### src/rtl/pipeline_stage_ctrl.sv
// Pipeline load/halt controller: stalls, branch flushes, STOP drain and halt.
// Define PIPE_CTRL_RESUME_EN to add a resume input that restarts from HALT.
module pipeline_stage_ctrl #(
    parameter int                  NUM_STAGES   = 4,
    parameter int                  OPCODE_W     = 4,
    parameter logic [OPCODE_W-1:0] STOP_OPCODE  = OPCODE_W'(1),
    parameter int                  STALL_CYCLES = 1
) (
    input  logic                  clock,
    input  logic                  reset,
    input  logic [OPCODE_W-1:0]   instr_op,
    input  logic                  instr_valid,
    input  logic                  hazard,
    input  logic                  branch_taken,
`ifdef PIPE_CTRL_RESUME_EN
    input  logic                  resume,
`endif
    output logic                  pc_write,
    output logic [NUM_STAGES-2:0] pc_load,
    output logic [NUM_STAGES-1:0] ir_load,
    output logic [NUM_STAGES-1:0] ir_flush,
    output logic                  counter_on,
    output logic                  halted
);

    localparam int CW      = $clog2(STALL_CYCLES + NUM_STAGES + 1);
    localparam int STALL_N = STALL_CYCLES - 1;
    localparam int DRAIN_N = (NUM_STAGES > 2) ? NUM_STAGES - 3 : 0;

    localparam logic [NUM_STAGES-1:0] FRZ_LOAD  = ~NUM_STAGES'(3);
    localparam logic [NUM_STAGES-1:0] FRZ_FLUSH = NUM_STAGES'(4);
    localparam logic [NUM_STAGES-1:0] BR_FLUSH  = NUM_STAGES'(3);

    typedef enum logic [1:0] {RUN, STALL, DRAIN, HALT} state_t;

    state_t        state;
    logic [CW-1:0] cnt;
    logic          rsm_flush;

    logic is_stop;
    logic do_br;
    logic do_frz;

    always_comb begin
        is_stop = instr_valid && (instr_op == STOP_OPCODE);
        do_br   = (state == RUN) && (branch_taken || rsm_flush);
        do_frz  = (state == RUN) && !do_br && instr_valid
                  && (hazard || is_stop);
    end

    // cnt holds the freeze cycles still to come after the current one
    always_ff @(posedge clock or posedge reset) begin
        if (reset) begin
            state     <= RUN;
            cnt       <= '0;
            rsm_flush <= 1'b0;
        end else begin
            unique case (state)
                RUN: begin
                    rsm_flush <= 1'b0;
                    if (do_frz) begin
                        if (hazard) begin
                            if (STALL_N > 0) begin
                                cnt   <= CW'(STALL_N);
                                state <= STALL;
                            end
                        end else if (DRAIN_N > 0) begin
                            cnt   <= CW'(DRAIN_N);
                            state <= DRAIN;
                        end else begin
                            state <= HALT;
                        end
                    end
                end
                STALL: begin
                    cnt <= cnt - CW'(1);
                    if (cnt <= CW'(1))
                        state <= RUN;
                end
                DRAIN: begin
                    cnt <= cnt - CW'(1);
                    if (cnt <= CW'(1))
                        state <= HALT;
                end
                HALT: begin
`ifdef PIPE_CTRL_RESUME_EN
                    if (resume) begin
                        state     <= RUN;
                        rsm_flush <= 1'b1;
                    end
`endif
                end
                default: state <= RUN;
            endcase
        end
    end

    always_comb begin
        pc_write   = 1'b0;
        ir_load    = '0;
        ir_flush   = '0;
        counter_on = 1'b0;
        halted     = 1'b0;
        if (!reset) begin
            unique case (state)
                RUN: begin
                    counter_on = 1'b1;
                    if (do_frz) begin
                        ir_load  = FRZ_LOAD;
                        ir_flush = FRZ_FLUSH;
                    end else begin
                        pc_write = 1'b1;
                        ir_load  = '1;
                        ir_flush = do_br ? BR_FLUSH : '0;
                    end
                end
                STALL, DRAIN: begin
                    counter_on = 1'b1;
                    ir_load    = FRZ_LOAD;
                    ir_flush   = FRZ_FLUSH;
                end
                HALT: halted = 1'b1;
                default: ;
            endcase
        end
        pc_load = ir_load[NUM_STAGES-1:1];
    end

endmodule

### config.mk
export PLATFORM = sky130hd
export DESIGN_NAME = pipeline_stage_ctrl
export DESIGN_NICKNAME = d
export VERILOG_FILES = /design/src/rtl/pipeline_stage_ctrl.sv
export SDC_FILE = /design/constraint.sdc
export NUM_CORES = 1
export LEC_CHECK = 0
export CORE_UTILIZATION = 35
export CTS_CLUSTER_SIZE = 28
export DETAILED_ROUTE_END_ITERATION = 12
export PLACE_DENSITY = 0.79
export SETUP_SLACK_MARGIN = 0.15
export SLEW_MARGIN = 15
export SYNTH_ARGS = -nofsm -noshare
export SYNTH_HDL_FRONTEND = slang
export SYNTH_SLANG_ARGS = --single-unit
### constraint.sdc
create_clock -name clock -period 2.03 [get_ports clock]
set_clock_uncertainty 0.05 [all_clocks]
set_input_delay 0.609 -clock clock [delete_from_list [all_inputs] [get_ports clock]]
set_output_delay 0.609 -clock clock [all_outputs]
set_load 0.03 [all_outputs]
==> run summary <==
Status: complete, but fails checks
Failing checks: setup timing
Clock latency on the worst-skew pair: 230 ps
Clk pin slew, worst setup/hold paths: 40 ps
Cell Area, Synth: 502 um2
Post-synthesis sequential area ratio: 0.249
Syn Nets: 74
NetSw: 594 uW
Antenna diode count: 0
WP data arrival: 1510 ps
Setup CP Type: in -> out
Fin. max-slew vios: 0
Pleak: 0.451 nW
CP Launch Type: input port
Clock power share: 0.082
Initial Util: 0.381
Setup Viol. Count Final: 7
# clock sinks: 5
CTS Buf Count: 3
Fin crit share: 1.07
Crit Reg-Reg Endpoint: state[0]
Routed WL: 1240 um
TNS Setup: -605 ps
Final hold violations: 0
Placer congestion estimate: 0.807
Post-detail-place hpwl: 921 um
CTS H-tree depth: 1
Initial antenna violation count: 0
RSZ-0062 raised after global routing: yes
Hold-fix buffers, CTS: 0
CP endpoint kind: primary output
CTS tree: done
Flop pwr share: 0.149
Global Route Usage Sum: 0.154
Routed len/inst: 11.8 um
# IOs: 23
Port Buffers: 21
Root Buffer Master: clkbuf_4
Cells after Synth: 58
CP Data Required Time: 1370 ps
Commonest non-fill, non-tap cell in the layout: buf_6
Syn Area/Cell: 8.65 um2
PwrDens: 1470 nW/um2
Rows: 13
R2r worst-path depth: 7
Largest net degree at the start of global routing: 8
R2R Setup Slk: 410 ps
Worst min path class: in -> async
Crit path max fanout: 3
Fillers: 97
GRT overflow: 0
Vias/cell: 4.61
DR pass1 iterations: 4
Total Power: 1.34 mW
Most frequent cells in the layout: buf_6, buf_4, nor2_1
Max Freq: 462 MHz
FF+latch count, synth: 5
Fin util: 0.689
Die Ht: 39.9 um
Max clock buf depth: 2
Vias post-DR: 484
Min Hold Slack: 469 ps
Warnings, synthesis: 0
Die area: 1590 um2
Via count of the first global-routing pass: 416
Total Nets Final: 107
Max Cap Viol: 0
Min setup slack post-route: -136 ps
Switching share of power: 0.443
Tmin final: 2170 ps
Core box area: 1320 um2
RR Startpoint: state[1]
Share of cells above drive strength 1: 0.578
Chip Width: 39.9 um
Power share of the combinational group: 0.769
Synth cell types: 19
Maximum VDD drop: 0.846 mV
Detail Route Antenna Nets: 0
Drt first-iter violations: 3
P_int: 745 uW
First-pass GRT wire length: 1580 um
Area growth syn-to-layout: 81.0%
Residual DRC: 0
how the worst max path moves through the flow:
stage	startpoint	end	slack (ps)	cells after the start
6_report	instr_op[3]	ir_flush[2]	-140	6
3_5_place_dp	instr_op[2]	pc_write	-1000	5
4_1_cts	instr_op[1]	ir_flush[2]	-110	6
3_3_place_gp	instr_op[2]	pc_write	-990	5
2_1_floorplan	instr_op[2]	ir_load[1]	-50	4
5_1_grt	instr_op[3]	ir_flush[2]	-180	6
sequential cells by signal, summed over array words and instances (netlist names):
name and count:
cnt 3, state 2
cell families after synthesis:
group / after synthesis / share of synthesized area
AND/OR/NAND/NOR: 20 / 0.222
buffers and inverters: 14 / 0.165
other: 1 / 0.00747
adder cells (fa/ha/maj): 7 / 0.175
AO/OA/AOI/OAI: 11 / 0.182
flip-flops: 5 / 0.249
power by group through the flow:
stage / clock, mW / sequential (mW) / combinational [mW]
after floorplan: 0 / 0.183 / 0.569
after global placement: 0 / 0.182 / 0.812
after detailed placement: 0 / 0.187 / 0.846
after CTS: 0.114 / 0.194 / 0.954
after global routing: 0.124 / 0.207 / 1.10
final: 0.109 / 0.200 / 1.03
critical path, stage by stage:
cell and delay (ps):
buf_6 100, nor4b_4 300, o21ai_2 120, nor2_1 120, o21a_2 140, buf_6 130
per-layer routing:
| metal | vias to the layer above | GRT usage | routed length, um |
|---|---|---|---|
| met4 | 0 | 0.0776 | 0 |
| met3 | 0 | 0.0511 | 76 |
| met1 | 219 | 0.140 | 437 |
| met5 | - | 0 | 0 |
| met2 | 16 | 0.290 | 722 |
| li1 | 249 | - | - |
synthesized netlist by cell type:
cell / count / share of area
buf_4: 8 / 0.12
nor2_1: 8 / 0.060
ha_1: 7 / 0.17
inv_1: 6 / 0.045
dfrtp_1: 5 / 0.25
nand2_1: 4 / 0.030
and3_1: 3 / 0.037
o21ai_0: 3 / 0.030
a211o_1: 2 / 0.035
nor2b_1: 2 / 0.025
o21a_1: 2 / 0.030
a211o_2: 1 / 0.020
a21oi_1: 1 / 0.010
a31oi_4: 1 / 0.042
conb_1: 1 / 0.0075
nand2b_1: 1 / 0.012
nor3_1: 1 / 0.010
nor4b_4: 1 / 0.047
o21bai_1: 1 / 0.015
area by class of cell:
type                       instances  area, um2  area share
tap                               15       18.8      0.0207
multi-input combinational         39        370       0.408
inverter                           6       22.5      0.0248
sequential                         5        126       0.139
clock buffer                       4       26.3      0.0289
timing repair buffer              36        344       0.379
per-stage QoR:
step	setup WS, ps	area [um2]	instances
floorplan	-47.7	536	58
global placement	-994	753	97
detailed placement	-999	753	97
CTS	-113	877	104
global route	-176	908	105
finish	-136	908	105
repair_timing:
action	in CTS	in global routing
endpoints found under the setup margin	14	13
setup buffers	3	1
gates resized for setup	67	7
pin swaps	7	7
Power figures use the tool's default switching activity.
